$ cat config.mk
export PLATFORM = sky130hd
export DESIGN_NAME = julia_pixel_engine
export DESIGN_NICKNAME = d
export VERILOG_FILES = /design/src/rtl/julia_pixel_engine.sv
export SDC_FILE = /design/constraint.sdc
export NUM_CORES = 2
export LEC_CHECK = 0
export ABC_CLOCK_PERIOD_IN_PS = 20100
export CAP_MARGIN = 20
export CELL_PAD_IN_SITES_DETAIL_PLACEMENT = 1
export CELL_PAD_IN_SITES_GLOBAL_PLACEMENT = 2
export CORE_ASPECT_RATIO = 1.4
export CORE_UTILIZATION = 25
export CTS_CLUSTER_SIZE = 25
export DETAILED_ROUTE_END_ITERATION = 10
export GPL_TIMING_DRIVEN = 0
export PLACE_DENSITY = 0.57
export REMOVE_ABC_BUFFERS = 1
export SLEW_MARGIN = 30
export SYNTH_ARGS = -nofsm -noshare
export SYNTH_HDL_FRONTEND = slang
export SYNTH_SLANG_ARGS = --single-unit
$ cat constraint.sdc
create_clock -name clk_i -period 20.1 [get_ports clk_i]
set_clock_uncertainty 0.2 [all_clocks]
set_input_delay 5.025 -clock clk_i [delete_from_list [all_inputs] [get_ports clk_i]]
set_output_delay 5.025 -clock clk_i [all_outputs]
set_load 0.03 [all_outputs]
$ cat src/rtl/julia_pixel_engine.sv
`timescale 1ns/1ps
`default_nettype none
// +--------------------------------------------------------------------------+
// | julia_pixel_engine: raster-scans a frame, iterates z <- z^2 + c per pixel |
// | and writes one escape-iteration count per pixel.       Revision: 1.0     |
// +--------------------------------------------------------------------------+
module julia_pixel_engine #(
    parameter int H_RES = 640,
    parameter int V_RES = 480,
    parameter int X_W   = 10,
    parameter int Y_W   = 9,
    parameter int W     = 16,
    parameter int FRAC  = 13
) (
    input  logic                clk_i,
    input  logic                reset_i,
    input  logic                start_i,
    input  logic signed [W-1:0] c_re_i,
    input  logic signed [W-1:0] c_im_i,
    input  logic signed [W-1:0] re_min_i,
    input  logic signed [W-1:0] im_max_i,
    input  logic signed [W-1:0] step_i,
    input  logic [7:0]          max_iter_i,
    input  logic                draw_ack_i,
    output logic                draw_o,
    output logic [X_W-1:0]      x_o,
    output logic [Y_W-1:0]      y_o,
    output logic [7:0]          i_o,
    output logic                busy_o,
    output logic                done_o
);

    localparam int PW = 2 * W;
    localparam logic [X_W-1:0]       X_LAST  = X_W'(H_RES - 1);
    localparam logic [Y_W-1:0]       Y_LAST  = Y_W'(V_RES - 1);
    localparam logic signed [PW:0]   ESC_LIM = (PW + 1)'(4 << FRAC);
    localparam logic signed [W-1:0]  S_MAX   = {1'b0, {(W - 1){1'b1}}};
    localparam logic signed [W-1:0]  S_MIN   = {1'b1, {(W - 1){1'b0}}};

    typedef enum logic [1:0] {
        S_IDLE = 2'd0,
        S_INIT = 2'd1,
        S_ITER = 2'd2,
        S_EMIT = 2'd3
    } state_t;

    state_t               state_q, state_d;
    logic [X_W-1:0]       x_q, x_d;
    logic [Y_W-1:0]       y_q, y_d;
    logic [7:0]           i_q, i_d;
    logic                 draw_q, draw_d;
    logic                 busy_q, busy_d;
    logic                 done_q, done_d;
    logic signed [W-1:0]  cur_re_q, cur_re_d;
    logic signed [W-1:0]  cur_im_q, cur_im_d;
    logic signed [W-1:0]  zr_q, zr_d;
    logic signed [W-1:0]  zi_q, zi_d;
    logic [7:0]           k_q, k_d;
    logic signed [W-1:0]  c_re_q, c_re_d;
    logic signed [W-1:0]  c_im_q, c_im_d;
    logic signed [W-1:0]  re_min_q, re_min_d;
    logic signed [W-1:0]  step_q, step_d;
    logic [7:0]           max_iter_q, max_iter_d;

    function automatic logic signed [W-1:0] sat_w(input logic signed [PW+1:0] v);
        if (v > (PW + 2)'(S_MAX)) begin
            return S_MAX;
        end else if (v < (PW + 2)'(S_MIN)) begin
            return S_MIN;
        end else begin
            return $signed(v[W-1:0]);
        end
    endfunction

    // Full-width products keep the magnitude test exact before any clamping.
    logic signed [PW-1:0] w_rr, w_ii, w_ri;
    logic signed [PW-1:0] w_zr2, w_zi2, w_zri;
    logic signed [PW:0]   w_mag;
    logic                 w_escape;
    logic signed [PW+1:0] w_re_nxt, w_im_nxt;

    assign w_rr     = PW'(zr_q) * PW'(zr_q);
    assign w_ii     = PW'(zi_q) * PW'(zi_q);
    assign w_ri     = PW'(zr_q) * PW'(zi_q);
    assign w_zr2    = w_rr >>> FRAC;
    assign w_zi2    = w_ii >>> FRAC;
    assign w_zri    = w_ri >>> (FRAC - 1);
    assign w_mag    = (PW + 1)'(w_zr2) + (PW + 1)'(w_zi2);
    assign w_escape = (w_mag > ESC_LIM);
    assign w_re_nxt = (PW + 2)'(w_zr2) - (PW + 2)'(w_zi2) + (PW + 2)'(c_re_q);
    assign w_im_nxt = (PW + 2)'(w_zri) + (PW + 2)'(c_im_q);

    always_comb begin
        state_d    = state_q;
        x_d        = x_q;
        y_d        = y_q;
        i_d        = i_q;
        draw_d     = draw_q;
        busy_d     = busy_q;
        done_d     = 1'b0;
        cur_re_d   = cur_re_q;
        cur_im_d   = cur_im_q;
        zr_d       = zr_q;
        zi_d       = zi_q;
        k_d        = k_q;
        c_re_d     = c_re_q;
        c_im_d     = c_im_q;
        re_min_d   = re_min_q;
        step_d     = step_q;
        max_iter_d = max_iter_q;
        case (state_q)
            S_IDLE: begin
                if (start_i) begin
                    c_re_d     = c_re_i;
                    c_im_d     = c_im_i;
                    re_min_d   = re_min_i;
                    step_d     = step_i;
                    max_iter_d = max_iter_i;
                    x_d        = '0;
                    y_d        = '0;
                    cur_re_d   = re_min_i;
                    cur_im_d   = im_max_i;
                    busy_d     = 1'b1;
                    state_d    = S_INIT;
                end
            end
            S_INIT: begin
                zr_d    = cur_re_q;
                zi_d    = cur_im_q;
                k_d     = '0;
                state_d = S_ITER;
            end
            S_ITER: begin
                if (w_escape || (k_q == max_iter_q)) begin
                    i_d     = k_q;
                    draw_d  = 1'b1;
                    state_d = S_EMIT;
                end else begin
                    zr_d = sat_w(w_re_nxt);
                    zi_d = sat_w(w_im_nxt);
                    k_d  = k_q + 8'd1;
                end
            end
            S_EMIT: begin
                if (draw_ack_i) begin
                    draw_d = 1'b0;
                    if ((x_q == X_LAST) && (y_q == Y_LAST)) begin
                        done_d  = 1'b1;
                        busy_d  = 1'b0;
                        state_d = S_IDLE;
                    end else begin
                        state_d = S_INIT;
                        // Plane coordinates advance by accumulation, wrapping mod 2^W.
                        if (x_q != X_LAST) begin
                            x_d      = x_q + 1'b1;
                            cur_re_d = cur_re_q + step_q;
                        end else begin
                            x_d      = '0;
                            cur_re_d = re_min_q;
                            y_d      = y_q + 1'b1;
                            cur_im_d = cur_im_q - step_q;
                        end
                    end
                end
            end
            default: state_d = S_IDLE;
        endcase
    end

    always_ff @(posedge clk_i) begin
        if (reset_i) begin
            state_q    <= S_IDLE;
            x_q        <= '0;
            y_q        <= '0;
            i_q        <= '0;
            draw_q     <= 1'b0;
            busy_q     <= 1'b0;
            done_q     <= 1'b0;
            cur_re_q   <= '0;
            cur_im_q   <= '0;
            zr_q       <= '0;
            zi_q       <= '0;
            k_q        <= '0;
            c_re_q     <= '0;
            c_im_q     <= '0;
            re_min_q   <= '0;
            step_q     <= '0;
            max_iter_q <= '0;
        end else begin
            state_q    <= state_d;
            x_q        <= x_d;
            y_q        <= y_d;
            i_q        <= i_d;
            draw_q     <= draw_d;
            busy_q     <= busy_d;
            done_q     <= done_d;
            cur_re_q   <= cur_re_d;
            cur_im_q   <= cur_im_d;
            zr_q       <= zr_d;
            zi_q       <= zi_d;
            k_q        <= k_d;
            c_re_q     <= c_re_d;
            c_im_q     <= c_im_d;
            re_min_q   <= re_min_d;
            step_q     <= step_d;
            max_iter_q <= max_iter_d;
        end
    end

    assign draw_o = draw_q;
    assign x_o    = x_q;
    assign y_o    = y_q;
    assign i_o    = i_q;
    assign busy_o = busy_q;
    assign done_o = done_q;

endmodule
`default_nettype wire

==> results by group <==
Yosys
  – FFs w/ async S/R, synth: 0%
  – Post-synth EDFFs: 0
  – YS warnings: 0
  – Register area share after synthesis: 9.11%
  – Synth Cell Area: 0.0387 mm^2
  – Gate Count Post-Synth: 4540
  – Flops & latches, synth: 176
  – Synth unique cells: 87
  – Synth Flop Type: dfxtp_1
  – Average size of a mapped cell: 8.52 um^2

CTS
  – Worst-Skew Late Latency: 530 ps
  – TritonCTS clock tree: done
  – Cts bufs inserted: 17
  – CTS H-tree depth: 4
  – Clock-pin slew on the worst setup and hold paths: 90 ps
  – Post-CTS setup buffer count: 0
  – CTS Root Buffer Type: clkbuf_16
  – Total clock sinks: 176
  – Post-cts sizing count: 0
  – CTS Hold Bufs: 0
  – Max Buffers Root-to-Sink: 2

Timing
  – Fin Setup TNS: 0 ps
  – Minimum clock period: 12900 ps
  – Final period utilization: 64.2%
  – Final Hold Violating Endpoints: 0
  – Fmax: 77.5 MHz
  – Final setup fails: 0
  – Max-slew violations: 0
  – Relative slew slack: 36.7%
  – RSZ-0062 raised after global routing: false
  – Worst Tran Pin Value: 949 ps

Setup path
  – Required time of the worst setup path: 20260 ps
  – CP max stage cell: or2_1
  – Delay-heaviest family, CP: adder cells
  – Startpoint Class: register
  – Critical path class: register to register
  – CP endpoint kind: register
  – Arr. time, crit path: 13070 ps
  – Largest fanout on the critical path: 31
  – Slowest stage delay, CP: 820 ps
  – Crit path buffers/inverters: 8

Layout
  – Filler instances: 18200
  – Seq. cell area: 0.00362 mm^2
  – Final net count: 5719
  – Layout Utilization: 28.1%
  – Post-Layout Inst Area: 0.0432 mm^2
  – Share of cells above drive strength 1: 3.46%
  – Multi-input gate area: 0.0305 mm^2
  – P&R area growth vs syn: 11.6%

Die
  – Ports: 122
  – Core box area: 0.154 mm^2
  – Initial Utilization: 25.2%
  – Die Span Y: 468 um
  – Die width: 335 um
  – Die Area: 0.156 mm^2
  – Row Count: 170

Power and ir drop
  – Sw Ratio: 58.8%
  – Sw Pwr: 3.33 mW
  – P_leak: 20.4 nW
  – Internal: 2.33 mW
  – Logic pwr share: 80.2%
  – Peak supply drop: 0.133 mV
  – Power per standard cell area: 131 mW/mm^2
  – Clock group share of total power: 6.8%
  – Sequential share of power: 13.0%
  – Design Power: 5.67 mW

Route
  – Post-route DRC: 0
  – DRT antenna net count: 0
  – DR pass1 iterations: 4
  – Initial DRC count: 881
  – Via density per instance: 4.45
  – Detailed-route via count: 29400
  – Post-Route WL: 129000 um
  – DR WL/cell: 19.5 um

Hold path
  – Worst Hold Class: register to register

Job
  – Max Cap Viol: 0

GRT
  – All-Layer GR Usage: 17.0%
  – Antenna violations before repair: 12
  – Grt ovf: 0
  – First-pass GRT wire length: 200000 um
  – Largest net degree at the start of global routing: 92
  – Vias in the first global route: 33200

Placement
  – Detail Placement HPWL: 104000 um
  – Final GP Congestion: 0.776
  – Placed cell area: 0.0426 mm^2
  – I/O Buffers: 121

Status
  – Status: complete, no violations
-- cells in the mapped netlist (all sizes together), types with 6 or more instances --
| library cell | number | area, um^2 |
|---|---|---|
| or2 | 13 | 83.8 |
| o21ai | 90 | 450 |
| o21bai | 16 | 120 |
| fa | 755 | 15100 |
| nor2 | 250 | 941 |
| nand2 | 600 | 2250 |
| o21a | 18 | 135 |
| and3 | 14 | 87.6 |
| o31ai | 20 | 205 |
| ha | 345 | 4320 |
| o211ai | 19 | 158 |
| clkinv | 6 | 22.5 |
| or3 | 23 | 144 |
| buf | 16 | 85.1 |
| a31oi | 14 | 93.8 |
| nor2b | 25 | 156 |
| a21boi | 12 | 90.1 |
| a21o | 47 | 353 |
| dfxtp | 176 | 3520 |
| nand4 | 23 | 144 |
| a311oi | 11 | 96.3 |
| nor3 | 41 | 205 |
| inv | 1071 | 4020 |
| a211oi | 29 | 223 |
| a22oi | 6 | 58.8 |
| mux2i | 14 | 140 |
| xnor2 | 109 | 955 |
| a221oi | 8 | 76.3 |
| nand3 | 37 | 185 |
| nor4 | 10 | 62.6 |
| a21oi | 239 | 1200 |
| xor2 | 59 | 517 |
| clkbuf | 164 | 616 |
| o2111ai | 7 | 61.3 |
| nand2b | 30 | 188 |
| and2 | 156 | 978 |
-- logic make-up (layout without fill, tap and decap cells) --
logic type               count (synthesis)  count (layout)  share of synthesized area [%]
AO/OA/AOI/OAI                          578             578                           9.64
XOR/XNOR                               168             168                           3.80
adder cells (fa/ha/maj)               1101            1101                           50.2
buffers and inverters                 1257            1257                           12.3
flip-flops                             176             176                           9.11
multiplexers                            18              18                          0.479
other                                    0               4                              0
AND/OR/NAND/NOR                       1242            1242                           14.5
-- cell usage in the layout, fill, tap and decap left out, drive strengths merged, types with 29 or more instances in the layout --
| cell | synthesis | layout |
|---|---|---|
| dfxtp | 176 | 176 |
| xnor2 | 109 | 109 |
| a21oi | 239 | 239 |
| fa | 755 | 755 |
| a21o | 47 | 47 |
| nand2 | 600 | 600 |
| o21ai | 90 | 90 |
| nand3 | 37 | 37 |
| nor2 | 250 | 250 |
| ha | 345 | 345 |
| and2 | 156 | 156 |
| a211oi | 29 | 29 |
| nand2b | 30 | 30 |
| nor3 | 41 | 41 |
| xor2 | 59 | 59 |
| inv | 1071 | 1078 |
| clkdlybuf4s50 | 0 | 120 |
-- registers in the layout (all words and copies together) (netlist names) --
register / cells
max_iter_q: 8
cur_im_q: 16
state_q: 2
k_q: 8
cur_re_q: 16
draw_o: 1
step_q: 16
y_o: 9
x_o: 10
zi_q: 16
done_o: 1
c_re_q: 16
i_o: 8
zr_q: 16
busy_o: 1
re_min_q: 16
c_im_q: 16
-- power groups by stage --
stage,sequential (mW),clock (mW),combinational (mW)
2_1_floorplan,0.581,0,3.09
3_3_place_gp,0.848,0,4.39
3_5_place_dp,0.760,0,4.61
4_1_cts,0.752,0.410,4.65
5_1_grt,0.762,0.418,5.11
6_report,0.735,0.387,4.54
-- cell type report --
type | instances | area share (%)
Antenna cell | 4 | 0.0232
Clock buffer | 17 | 0.985
Clock inverter | 15 | 0.446
Inverter | 1077 | 9.36
Multi-Input combinational cell | 3107 | 70.7
Sequential cell | 176 | 8.38
Tap cell | 2064 | 5.98
Timing Repair Buffer | 148 | 4.15
-- per-stage QoR --
stage,std cells,hold slack [ps],setup WS (ps)
CTS,6604,262,6810
global route,6604,275,6180
detailed placement,6572,249,6900
floorplan,4360,225,9770
global placement,6545,237,4950
finish,6608,260,7200
-- routing by layer --
metal / vias up / global-route usage [%] / share of wire [%]
li1: 13800 / - / -
met1: 15200 / 20.6 / 42
met2: 264 / 32.3 / 54
met3: 77 / 1.62 / 2.4
met4: 16 / 3.36 / 1.7
met5: - / 0 / 0.076
-- path summary, 6_finish.rpt --
| check | slack (ps) | end | from | cells past startpoint |
|---|---|---|---|---|
| worst max-delay path | 7200 | zr_q[4] | zr_q[7] | 38 |
| worst min-delay path | 260 | re_min_q[13] | re_min_q[13] | 2 |
| worst max register to register | 7200 | zr_q[4] | zr_q[7] | 38 |
| worst min register to register | 260 | re_min_q[13] | re_min_q[13] | 2 |
-- worst reg2reg max path: cells and delay by family, from the launching register on --
| family | cells | cell delay, ps |
|---|---|---|
| adder cells (fa/ha/maj) | 8 | 3940 |
| AND/OR/NAND/NOR | 7 | 2550 |
| XOR/XNOR | 1 | 140 |
| AO/OA/AOI/OAI | 14 | 3750 |
| flip-flops | 1 | 680 |
| buffers and inverters | 8 | 1490 |
Power figures use the tool's default switching activity.
